===== config.mk =====
export PLATFORM = sky130hd
export DESIGN_NAME = rgb_process
export DESIGN_NICKNAME = d
export VERILOG_FILES = /design/src/rtl/rgb_process_pkg.sv /design/src/rtl/rgb_luma.sv /design/src/rtl/rgb_process.sv
export SDC_FILE = /design/constraint.sdc
export NUM_CORES = 1
export LEC_CHECK = 0
export CORE_AREA = 2 2 89 91
export CTS_BUF_LIST = sky130_fd_sc_hd__clkbuf_2 sky130_fd_sc_hd__clkbuf_4 sky130_fd_sc_hd__clkbuf_8
export DETAILED_ROUTE_END_ITERATION = 16
export DIE_AREA = 0 0 91 93
export DONT_BUFFER_PORTS = 1
export GPL_ROUTABILITY_DRIVEN = 0
export PLACE_DENSITY = 0.88
export SYNTH_ARGS = -nofsm -noshare
export SYNTH_HDL_FRONTEND = slang
export SYNTH_SLANG_ARGS = --single-unit

===== constraint.sdc =====
create_clock -name clk -period 7.9 [get_ports clk]
set_input_delay 1.58 -clock clk [delete_from_list [all_inputs] [get_ports clk]]
set_output_delay 1.58 -clock clk [all_outputs]
set_load 0.05 [all_outputs]

===== src/rtl/rgb_process_pkg.sv =====
// Shared constants and pixel type for the rgb_process colour post-processing stage.
// Latency: n/a (types, constants and pure helper functions only).
// Backpressure: n/a.
package rgb_process_pkg;

  // Default frame geometry and overlay thickness.
  localparam int WIDTH_DEF  = 640;
  localparam int HEIGHT_DEF = 480;
  localparam int BORDER_DEF = 4;

  // filter_SW bit positions. Bit 3 is reserved and has no effect.
  localparam int SW_GRAY   = 0;
  localparam int SW_INV    = 1;
  localparam int SW_THRESH = 2;
  localparam int SW_RSVD   = 3;
  localparam int SW_BORDER = 4;
  localparam int SW_CROSS  = 5;

  // BT.601-style luma weights scaled by 256; they sum to 256, so the
  // 16-bit weighted sum of 8-bit channels never exceeds 255 << 8.
  localparam logic [15:0] LUMA_R = 16'd77;
  localparam logic [15:0] LUMA_G = 16'd150;
  localparam logic [15:0] LUMA_B = 16'd29;

  // Binarisation threshold: channels at or above this go to full scale.
  localparam logic [7:0] THRESH = 8'd128;

  typedef struct packed {
    logic [7:0] r;
    logic [7:0] g;
    logic [7:0] b;
  } rgb_t;

  // Overlay colours.
  localparam rgb_t BORDER_RGB = '{r: 8'd255, g: 8'd0,   b: 8'd0};
  localparam rgb_t CROSS_RGB  = '{r: 8'd0,   g: 8'd255, b: 8'd0};

  // Single-channel binarisation.
  function automatic logic [7:0] thresh_ch(input logic [7:0] x);
    return (x >= THRESH) ? 8'd255 : 8'd0;
  endfunction

  // Per-channel binarisation of a whole pixel.
  function automatic rgb_t thresh_px(input rgb_t p);
    rgb_t q;
    q.r = thresh_ch(p.r);
    q.g = thresh_ch(p.g);
    q.b = thresh_ch(p.b);
    return q;
  endfunction

  // Per-channel inversion (255 - x), which for 8 bits is a bitwise NOT.
  function automatic rgb_t invert_px(input rgb_t p);
    rgb_t q;
    q.r = ~p.r;
    q.g = ~p.g;
    q.b = ~p.b;
    return q;
  endfunction

endpackage


===== src/rtl/rgb_luma.sv =====
// Combinational 8-bit RGB to 8-bit luma: Y = (77*R + 150*G + 29*B) >> 8.
// Latency: 0 cycles (pure combinational).
// Backpressure: none; output follows the inputs continuously.
module rgb_luma
  import rgb_process_pkg::*;
(
  input  logic [7:0] r,
  input  logic [7:0] g,
  input  logic [7:0] b,
  output logic [7:0] y
);

  logic [15:0] acc;
  logic [7:0]  acc_frac;

  // Weighted sum in 16 bits; the weights sum to 256 so no overflow is possible.
  always_comb begin
    acc      = LUMA_R * {8'd0, r} + LUMA_G * {8'd0, g} + LUMA_B * {8'd0, b};
    y        = acc[15:8];
    acc_frac = acc[7:0];
  end

  // Truncation discards the fractional byte on purpose.
  logic unused_frac;
  assign unused_frac = ^acc_frac;

endmodule


===== src/rtl/rgb_process.sv =====
// Per-pixel colour post-processing: grayscale, threshold, invert, then optional
// border/crosshair overlays (built only when RGB_PROCESS_OVERLAY_EN is defined).
// Latency: exactly 1 cycle, one pixel per cycle; no handshake, no backpressure.
module rgb_process
  import rgb_process_pkg::*;
#(
  parameter int WIDTH  = WIDTH_DEF,
  parameter int HEIGHT = HEIGHT_DEF,
  parameter int BORDER = BORDER_DEF
)(
  input  logic        clk,
  input  logic        reset,
  input  logic [7:0]  raw_VGA_R,
  input  logic [7:0]  raw_VGA_G,
  input  logic [7:0]  raw_VGA_B,
  input  logic [12:0] row,
  input  logic [12:0] col,
  input  logic [5:0]  filter_SW,
  output logic [7:0]  o_VGA_R,
  output logic [7:0]  o_VGA_G,
  output logic [7:0]  o_VGA_B
);

  rgb_t       px_in;
  rgb_t       px_gray;
  rgb_t       px_thresh;
  rgb_t       px_point;
  rgb_t       px_next;
  rgb_t       px_q;
  logic [7:0] luma;

  assign px_in = '{r: raw_VGA_R, g: raw_VGA_G, b: raw_VGA_B};

  rgb_luma u_luma (
    .r (px_in.r),
    .g (px_in.g),
    .b (px_in.b),
    .y (luma)
  );

  // Point filters in fixed order: grayscale, then threshold, then invert.
  always_comb begin
    px_gray   = filter_SW[SW_GRAY]   ? '{r: luma, g: luma, b: luma} : px_in;
    px_thresh = filter_SW[SW_THRESH] ? thresh_px(px_gray)           : px_gray;
    px_point  = filter_SW[SW_INV]    ? invert_px(px_thresh)         : px_thresh;
  end

`ifdef RGB_PROCESS_OVERLAY_EN
  localparam logic [12:0] W13      = 13'(WIDTH);
  localparam logic [12:0] H13      = 13'(HEIGHT);
  localparam logic [12:0] B13      = 13'(BORDER);
  localparam logic [12:0] MID_ROW  = 13'(HEIGHT / 2);
  localparam logic [12:0] MID_COL  = 13'(WIDTH / 2);
  localparam logic [12:0] ROW_LAST = 13'(HEIGHT - BORDER);
  localparam logic [12:0] COL_LAST = 13'(WIDTH - BORDER);

  logic in_frame;
  logic on_cross;
  logic on_border;

  // Coordinate decode; overlays only apply to pixels inside the active frame.
  always_comb begin
    in_frame  = (row < H13) && (col < W13);
    on_cross  = (row == MID_ROW) || (col == MID_COL);
    on_border = (row < B13) || (row >= ROW_LAST) ||
                (col < B13) || (col >= COL_LAST);
  end

  // Overlay select: crosshair outranks border, both replace the filtered pixel.
  always_comb begin
    px_next = px_point;
    if (in_frame) begin
      if (filter_SW[SW_CROSS] && on_cross) begin
        px_next = CROSS_RGB;
      end else if (filter_SW[SW_BORDER] && on_border) begin
        px_next = BORDER_RGB;
      end
    end
  end

  // The reserved switch is decoded but deliberately has no effect.
  logic unused_sw;
  assign unused_sw = filter_SW[SW_RSVD];
`else
  // Without overlays the filtered pixel goes straight to the output register.
  always_comb begin
    px_next = px_point;
  end

  // Coordinates, overlay switches and the reserved switch are not used here.
  logic unused_ovl;
  assign unused_ovl = ^{row, col, filter_SW[SW_CROSS], filter_SW[SW_BORDER],
                        filter_SW[SW_RSVD]};
`endif

  // Single output register; reset drops the in-flight pixel and drives black.
  always_ff @(posedge clk) begin
    if (reset) begin
      px_q <= '0;
    end else begin
      px_q <= px_next;
    end
  end

  assign o_VGA_R = px_q.r;
  assign o_VGA_G = px_q.g;
  assign o_VGA_B = px_q.b;

endmodule


Word-level counts from Yosys, hierarchy flattened. Cells that the tools add are included.

Register bits after elaboration: 24. Output and inout port bits: 24. Input port bits: 58. Word-level logic and storage cells: 20.

Add/subtract/negate cells: 2. $lt $le $gt $ge: 3. Bitwise operators: 3. Muxes and demuxes: 6. Multipliers: 3.

Operator list (count): $mux 24 (3); $mul 7x8->15 const A (2); $ge 8x8->1 const B (3); $mux 8 (3); $not 8->8 (3); $add 15x16->16 (1); $add 16x13->16 (1); $mul 5x8->13 const A (1).

Depth between registers and ports, before layout. Gate-level depths: netlist of the first run.

Depth after elaboration: 9. Mapped depth: 26. Depth with buffers taken out: 26.

Cells and area by module. From an unflattened synthesis of the first run, not the netlist that was laid out.

Cells, all modules: 450. Area, all modules: 4460.5 sq um.

By module, submodules not included: rgb_luma (sequential area each 0.0 sq um, area each 3143.0 sq um, times used 1, cells an instance 323); rgb_process (sequential area each 480.5 sq um, area each 1317.5 sq um, times used 1, cells an instance 127).

Worst setup path after synthesis of the first run. Ideal clock, no wire load.

Path kind: input-to-reg. Start point: input raw_VGA_G[4]. End point: register px_q (netlist bit o_VGA_G[1]). Setup time: 0.132 ns. Slack: -0.202 ns. Buffers on the path: 0. Cell stages on the path: 23. Data required time: 7.768 ns. Arrival: 7.970 ns. Path through: ha_1 ha_1 inv_1 fa_1 fa_1 inv_1 ha_1 xnor2_1 fa_1 fa_1 inv_1 fa_1 fa_1 inv_1 ha_1 a21oi_1 o211ai_1 a311oi_2 o21ai_1 xor2_2 mux2_4 or3_1 mux2i_1.

Cells in the longest elaborated chain, start to end: 9.

Ends and longest elaborated chain: from (decl) (line rgb_process.sv:14) `input logic [7:0] raw_VGA_G,`; $mul 7x8->15 (line rgb_luma.sv:18) `acc = LUMA_R * {8'd0, r} + LUMA_G * {8'd0, g} + LUMA_B * {8'd0, b};`; $add 15x16->16 (line rgb_luma.sv:18); $add 16x13->16 (line rgb_luma.sv:18); $mux 24 * (line rgb_process.sv:43) `px_gray = filter_SW[SW_GRAY] ? '{r: luma, g: luma, b: luma} : px_in;`; $ge 8x8->1 (line rgb_process_pkg.sv:40) `return (x >= THRESH) ? 8'd255 : 8'd0;`; $mux 8 (line rgb_process_pkg.sv:40); $mux 24 * (line rgb_process.sv:44) `px_thresh = filter_SW[SW_THRESH] ? thresh_px(px_gray) : px_gray;`; $not 8->8 (line rgb_process_pkg.sv:56) `q.g = ~p.g;`; $mux 24 * (line rgb_process.sv:45) `px_point = filter_SW[SW_INV] ? invert_px(px_thresh) : px_thresh;`; to (signal assigned) (line rgb_process.sv:101) `px_q <= px_next;`; to (decl) (line rgb_process.sv:29) `rgb_t px_q;`.

Mark *: on every way between the ends. The rest lies on a longest branch, timed or not. A chain may end at the register's enable or synchronous reset.

Worst setup path in the final report of the first run.
Start point: input raw_VGA_G[4]. End point: register px_q (netlist bit o_VGA_R[3]).

Cells in the longest elaborated chain, start to end: 9.

Ends and longest elaborated chain: $mul 7x8->15 * (line rgb_luma.sv:18); $add 15x16->16 * (line rgb_luma.sv:18); $add 16x13->16 * (line rgb_luma.sv:18); $mux 24 * (line rgb_process.sv:43); $ge 8x8->1 (line rgb_process_pkg.sv:40); $mux 8 (line rgb_process_pkg.sv:40); $mux 24 * (line rgb_process.sv:44); $not 8->8 (line rgb_process_pkg.sv:55) `q.r = ~p.r;`; $mux 24 * (line rgb_process.sv:45).

Marks and branches as above.

==> results of run 1 <==
-- worst paths after layout --
check | start | to | slack (ns) | depth (start not counted)
hold / removal | raw_VGA_B[7] | o_VGA_B[7] | 1.50 | 2
setup / recovery | raw_VGA_G[4] | o_VGA_R[3] | 0.05 | 25
-- per-stage QoR --
step	utilization	hold slack (ns)
floorplan	-	1.76
global placement	0.610	1.80
detailed placement	0.610	1.78
CTS	0.628	1.50
global route	0.647	1.52
finish	0.647	1.50
-- layout make-up --
| cell class | count | share of cell area |
|---|---|---|
| Inverter | 92 | 0.0709 |
| Clock inverter | 1 | 0.00617 |
| Tap cell | 102 | 0.0262 |
| Sequential cell | 24 | 0.0987 |
| Multi-Input combinational cell | 327 | 0.760 |
| Clock buffer | 3 | 0.00848 |
| Timing Repair Buffer | 19 | 0.0301 |
-- synth_stat cells (3+ instances only) --
master	count
inv_1	92
ha_1	84
fa_1	55
mux2i_1	28
dfxtp_1	24
a21oi_1	19
xnor2_1	17
nand2_1	16
nor2_1	14
nand3_1	11
o21ai_0	8
clkbuf_1	7
nor3_1	7
a21o_1	6
o211ai_1	6
or2_2	6
nand2b_1	5
a2111oi_2	4
a31oi_1	4
xor2_1	4
nor2b_1	3
o21bai_1	3
or3_1	3
-- kinds of logic (layout without fill, tap and decap cells) --
kind of cell    count (synthesis)  after routing  share of synthesized area
simple gates                   70             70                     0.0784
fa+ha+maj                     139            139                      0.494
xor+xnor                       22             22                     0.0460
buf+inv                       101            115                     0.0871
mux                            30             31                     0.0730
compound gates                 65             65                      0.111
flops                          24             24                      0.110
-- layer usage --
layer	share of wire	vias up	GRT usage	wire, um
li1	-	1531	-	-
met1	0.38	1592	0.307	4020
met2	0.51	150	0.443	5410
met3	0.092	37	0.0645	979
met4	0.026	0	0.0467	278
met5	0	-	0	0
-- critical path, delay by kind of cell --
family | cells | cell delay, ns
simple gates | 1 | 0.30
buf+inv | 6 | 0.45
xor+xnor | 2 | 0.31
mux | 2 | 0.62
fa+ha+maj | 10 | 3.95
compound gates | 4 | 0.81
-- timing repair --
item / in CTS / in global routing
gates cloned: 1 / 0
setup buffers: 3 / 5
endpoints found under the setup margin: 5 / 24
gates resized for setup: 5 / 20
pin swaps: 11 / 20
-- registers in the layout (all words and copies together) (netlist names) --
name,flops
o_VGA_B,8
o_VGA_G,8
o_VGA_R,8
==> metrics.txt, run 1 <==
# TYPE chip_impl_metric gauge
chip_impl_metric{name="multiInputGateArea",unit="um2"} 3700
chip_impl_metric{name="drcViolationCount",unit=""} 0
chip_impl_info{name="critical_path_class",value="input pin to flip-flop"} 1
chip_impl_metric{name="grt_first_pass_wirelength",unit="um"} 16800
chip_impl_info{name="crit_slowest_cell",value="fa_1"} 1
chip_impl_metric{name="timing.final.setup_violations",unit=""} 0
chip_impl_info{name="cts_root_buf",value="clkbuf_8"} 1
chip_impl_info{name="synth_top_area_cell",value="fa_1"} 1
chip_impl_metric{name="place_worst_setup_slack",unit="ns"} -0.338
chip_impl_metric{name="timing.slew.headroom",unit=""} 0.323
chip_impl_metric{name="setup_ws_final",unit="ns"} 0.0505
chip_impl_metric{name="track_usage",unit=""} 0.249
chip_impl_metric{name="crit_path_max_incr_delay",unit="ns"} 0.54
chip_impl_metric{name="post_syn_area",unit="um2"} 4350
chip_impl_metric{name="rows",unit=""} 32
chip_impl_metric{name="fillCellCount",unit=""} 590
chip_impl_metric{name="cts_hold_buf",unit=""} 0
chip_impl_metric{name="routed_via_density",unit=""} 5.83
chip_impl_metric{name="drtAntennaViolNets",unit=""} 0
chip_impl_metric{name="tritoncts.num_buffers",unit=""} 3
chip_impl_metric{name="cap_viol_max_count",unit=""} 0
chip_impl_metric{name="syn2layout_area_growth",unit="%"} 11.8
chip_impl_metric{name="dp_cells",unit=""} 557
chip_impl_info{name="layout.cells.most_common",value="inv_1"} 1
chip_impl_metric{name="synth-async-reset-ratio",unit=""} 0
chip_impl_info{name="yosys-top-cells-area",value="fa_1, ha_1, dfxtp_1"} 1
chip_impl_metric{name="cts_max_level",unit=""} 1
chip_impl_info{name="result_of_the_run",value="complete, no violations"} 1
chip_impl_metric{name="synth_area_per_cell",unit="um2"} 9.65
chip_impl_metric{name="grt_pass1_vias",unit=""} 3483
chip_impl_metric{name="pin_count",unit=""} 82
chip_impl_metric{name="drt_pre_antenna_iters",unit=""} 6
chip_impl_metric{name="numClockSinks",unit=""} 24
chip_impl_metric{name="clock.fmax",unit="GHz"} 0.127
chip_impl_metric{name="layout.area.seq",unit="um2"} 480
chip_impl_metric{name="coreArea",unit="um2"} 7530
chip_impl_metric{name="synth-warning-count",unit=""} 0
chip_impl_info{name="startpoint_type",value="input pin"} 1
chip_impl_metric{name="final_layout_size_suffix_gt1_frac",unit=""} 0.139
chip_impl_metric{name="pin_count_of_the_biggest_net_entering_global_routing",unit=""} 27
chip_impl_metric{name="crit_path_max_fanout",unit=""} 5
chip_impl_metric{name="worst-endpoint-required",unit="ns"} 8.06
chip_impl_metric{name="layout_min_cycle_time",unit="ns"} 7.85
chip_impl_metric{name="ys_seq_area_frac",unit=""} 0.110
chip_impl_metric{name="initial_utilization",unit=""} 0.578
chip_impl_metric{name="finalCritPeriodShare",unit=""} 0.994
chip_impl_metric{name="count_of_flip_flops_with_a_built_in_enable_after_synthesis",unit=""} 0
chip_impl_metric{name="worstMarginPinSlew",unit="ns"} 1.01
chip_impl_metric{name="final_net_count",unit=""} 664
chip_impl_metric{name="place_hpwl",unit="um"} 8330
chip_impl_metric{name="final-hold-violation-count",unit=""} 0
chip_impl_info{name="final_cell_mix",value="inv_1, ha_1, fa_1, mux2i_1, dfxtp_1"} 1
chip_impl_metric{name="routed_wire_length_per_instance",unit="um"} 18.8
chip_impl_metric{name="postPlaceCellArea",unit="um2"} 4590
chip_impl_metric{name="postLayoutCellArea",unit="um2"} 4870
chip_impl_metric{name="total_congestion_overflow",unit=""} 0
chip_impl_metric{name="antenna_violations_before_repair",unit=""} 0
chip_impl_metric{name="chipWidth",unit="um"} 91
chip_impl_metric{name="synth_largest_type_area_fraction",unit=""} 0.253
chip_impl_metric{name="vias",unit=""} 3310
chip_impl_metric{name="antenna_cells",unit=""} 0
chip_impl_metric{name="drv_slew",unit=""} 0
chip_impl_metric{name="ctsLongestPathBuffers",unit=""} 2
chip_impl_metric{name="timing.critical_path.arrival",unit="ns"} 8.01
chip_impl_metric{name="placement.io_buffers",unit=""} 0
chip_impl_metric{name="path_clk_slew",unit="ns"} 0.09
chip_impl_metric{name="route.final.wire_length",unit="um"} 10700
chip_impl_metric{name="synth.ff_latch_count",unit=""} 24
chip_impl_info{name="cts_tree",value="built"} 1
chip_impl_metric{name="fp.dieArea",unit="um2"} 8460
chip_impl_metric{name="mappedNetlistNets",unit=""} 648
chip_impl_metric{name="setup_tns",unit="ns"} 0
chip_impl_info{name="hp-class",value="input pin to flip-flop"} 1
chip_impl_metric{name="synth.distinct_cells",unit=""} 44
chip_impl_metric{name="synthesis.instances",unit=""} 451
chip_impl_metric{name="fin_cells",unit=""} 568
chip_impl_info{name="sort_of_element_at_the_end_of_the_critical_path",value="flip-flop"} 1
chip_impl_metric{name="die_h",unit="um"} 93
chip_impl_metric{name="drt_first_iter_violations",unit=""} 302
chip_impl_info{name="crit_path_frequent_cell",value="fa_1"} 1
chip_impl_info{name="synth_top_flop_cell",value="dfxtp_1"} 1
Power of run 1 is left out: the tool's default activity adds up to more than one toggle a clock period on the data nets, which glitch-free logic cannot reach.
==> run 2, diff against run 1 <==
- PLACE_DENSITY: 0.88 -> 0.85
- clock period: 7.9 -> 8.02 ns (I/O delays scaled with it)
==> run 2 against run 1 <==
Critical path type unchanged. Hold slack improved by 0.045 ns. Setup slack improved by 0.16 ns. Clock-buffer cell count unchanged. Routed wire length decreased by 6.2%. Largest cell class unchanged.
==> metrics.txt, run 2 (same netlist as run 1, synthesis figures left out) <==
# TYPE chip_impl_metric gauge
chip_impl_metric{name="drt_first_iter_violations",unit=""} 217
chip_impl_metric{name="pin_count",unit=""} 82
chip_impl_metric{name="initial_utilization",unit=""} 0.578
chip_impl_metric{name="postPlaceCellArea",unit="um2"} 4560
chip_impl_metric{name="pin_count_of_the_biggest_net_entering_global_routing",unit=""} 27
chip_impl_metric{name="routed_wire_length_per_instance",unit="um"} 17.9
chip_impl_metric{name="ctsLongestPathBuffers",unit=""} 2
chip_impl_metric{name="final-hold-violation-count",unit=""} 0
chip_impl_metric{name="vias",unit=""} 3222
chip_impl_metric{name="worst-endpoint-required",unit="ns"} 8.20
chip_impl_metric{name="path_clk_slew",unit="ns"} 0.08
chip_impl_info{name="hp-class",value="input pin to flip-flop"} 1
chip_impl_metric{name="route.final.wire_length",unit="um"} 10000
chip_impl_metric{name="grt_pass1_vias",unit=""} 3408
chip_impl_metric{name="die_h",unit="um"} 93
chip_impl_metric{name="cap_viol_max_count",unit=""} 0
chip_impl_metric{name="wl_met1",unit="um"} 3930
chip_impl_metric{name="chipWidth",unit="um"} 91
chip_impl_metric{name="track_usage",unit=""} 0.238
chip_impl_info{name="final_cell_mix",value="inv_1, ha_1, fa_1, mux2i_1, dfxtp_1"} 1
chip_impl_metric{name="drtAntennaViolNets",unit=""} 0
chip_impl_metric{name="worstMarginPinSlew",unit="ns"} 1.01
chip_impl_info{name="hold_path.startpoint",value="raw_VGA_G[6]"} 1
chip_impl_metric{name="antenna_violations_before_repair",unit=""} 0
chip_impl_info{name="maxUsedRoutingLayer",value="met4"} 1
chip_impl_metric{name="timing.slew.headroom",unit=""} 0.324
chip_impl_info{name="critical_path_class",value="input pin to flip-flop"} 1
chip_impl_metric{name="postLayoutCellArea",unit="um2"} 4750
chip_impl_metric{name="cts_hold_buf",unit=""} 0
chip_impl_metric{name="place_hpwl",unit="um"} 8370
chip_impl_metric{name="fin_cells",unit=""} 561
chip_impl_metric{name="postLayoutCoreUtil",unit=""} 0.631
chip_impl_metric{name="whs_path_depth",unit=""} 2
chip_impl_info{name="cts_tree",value="built"} 1
chip_impl_metric{name="dr_wl_met3",unit="um"} 749
chip_impl_metric{name="drv_slew",unit=""} 0
chip_impl_info{name="crit_path_frequent_cell",value="fa_1"} 1
chip_impl_metric{name="rows",unit=""} 32
chip_impl_metric{name="cts_max_level",unit=""} 1
chip_impl_metric{name="setup_tns",unit="ns"} 0
chip_impl_metric{name="antenna_cells",unit=""} 0
chip_impl_metric{name="crit_path_max_fanout",unit=""} 5
chip_impl_metric{name="dp_cells",unit=""} 554
chip_impl_metric{name="routed_via_density",unit=""} 5.74
chip_impl_metric{name="finalCritPeriodShare",unit=""} 0.973
chip_impl_info{name="sort_of_element_at_the_end_of_the_critical_path",value="flip-flop"} 1
chip_impl_metric{name="syn2layout_area_growth",unit="%"} 9.14
chip_impl_metric{name="final_layout_size_suffix_gt1_frac",unit=""} 0.115
chip_impl_metric{name="met2RoutedLength",unit="um"} 5240
chip_impl_metric{name="fp.dieArea",unit="um2"} 8460
chip_impl_info{name="layout.cells.most_common",value="inv_1"} 1
chip_impl_metric{name="crit_path_max_incr_delay",unit="ns"} 0.52
chip_impl_info{name="startpoint_type",value="input pin"} 1
chip_impl_metric{name="coreArea",unit="um2"} 7530
chip_impl_metric{name="total_congestion_overflow",unit=""} 0
chip_impl_metric{name="tritoncts.num_buffers",unit=""} 3
chip_impl_info{name="result_of_the_run",value="complete, no violations"} 1
chip_impl_metric{name="drt_pre_antenna_iters",unit=""} 6
chip_impl_metric{name="timing.critical_path.arrival",unit="ns"} 7.99
chip_impl_metric{name="grt_first_pass_wirelength",unit="um"} 16100
chip_impl_info{name="worst_hold_path.endpoint",value="o_VGA_G[6]"} 1
chip_impl_metric{name="layout_min_cycle_time",unit="ns"} 7.81
chip_impl_metric{name="placement.io_buffers",unit=""} 0
chip_impl_info{name="crit_slowest_cell",value="fa_1"} 1
chip_impl_metric{name="clock.fmax",unit="GHz"} 0.128
chip_impl_metric{name="timing.final.setup_violations",unit=""} 0
chip_impl_metric{name="final_net_count",unit=""} 658
chip_impl_metric{name="drcViolationCount",unit=""} 0
chip_impl_info{name="cts_root_buf",value="clkbuf_8"} 1
chip_impl_metric{name="numClockSinks",unit=""} 24
[run 2: area by class of cell]
| class | count | area, um2 |
|---|---|---|
| tap | 102 | 128 |
| fill | 607 | 2780 |
| clock buffer | 3 | 41.3 |
| timing repair buffer | 13 | 101 |
| multi-input combinational | 327 | 3660 |
| inverter | 92 | 345 |
| sequential | 24 | 480 |
[run 2: per-layer routing]
metal	vias up	GRT usage
met5	-	0
met4	0	0.0265
met3	13	0.0475
met2	104	0.442
met1	1588	0.295
li1	1517	-
[run 2: repair_timing]
item,CTS,global route
setup buffers,0,3
endpoints found under the setup margin,0,22
gates resized for setup,0,19
[run 2: worst max path at each step]
stage	end	cells past startpoint	slack, ns	start
floorplan	o_VGA_G[1]	25	0.05	raw_VGA_G[4]
global placement	o_VGA_R[5]	27	-0.13	raw_VGA_G[4]
detailed placement	o_VGA_B[5]	23	-0.25	raw_VGA_G[4]
CTS	o_VGA_B[5]	26	0.005	raw_VGA_G[4]
global route	o_VGA_R[5]	27	-0.003	raw_VGA_G[4]
finish	o_VGA_G[0]	26	0.21	raw_VGA_G[4]
[run 2: critical path, delay by kind of cell]
family | cells | cell delay [ns]
AOI/OAI and AO/OA | 5 | 0.77
muxes | 2 | 0.61
xor gates and xnor gates | 2 | 0.44
and+or+nand+nor | 3 | 0.49
adders and majority gates | 10 | 3.88
buffers and inverters | 4 | 0.19
[run 2: metrics by stage]
step / setup WS (ns) / hold slack, ns
after global placement: -0.133 / 1.83
after floorplan: 0.0459 / 1.78
after CTS: 0.00524 / 1.55
after detailed placement: -0.247 / 1.83
after global routing: -0.00283 / 1.54
final: 0.215 / 1.55
Power of run 2 is left out for the same reason.
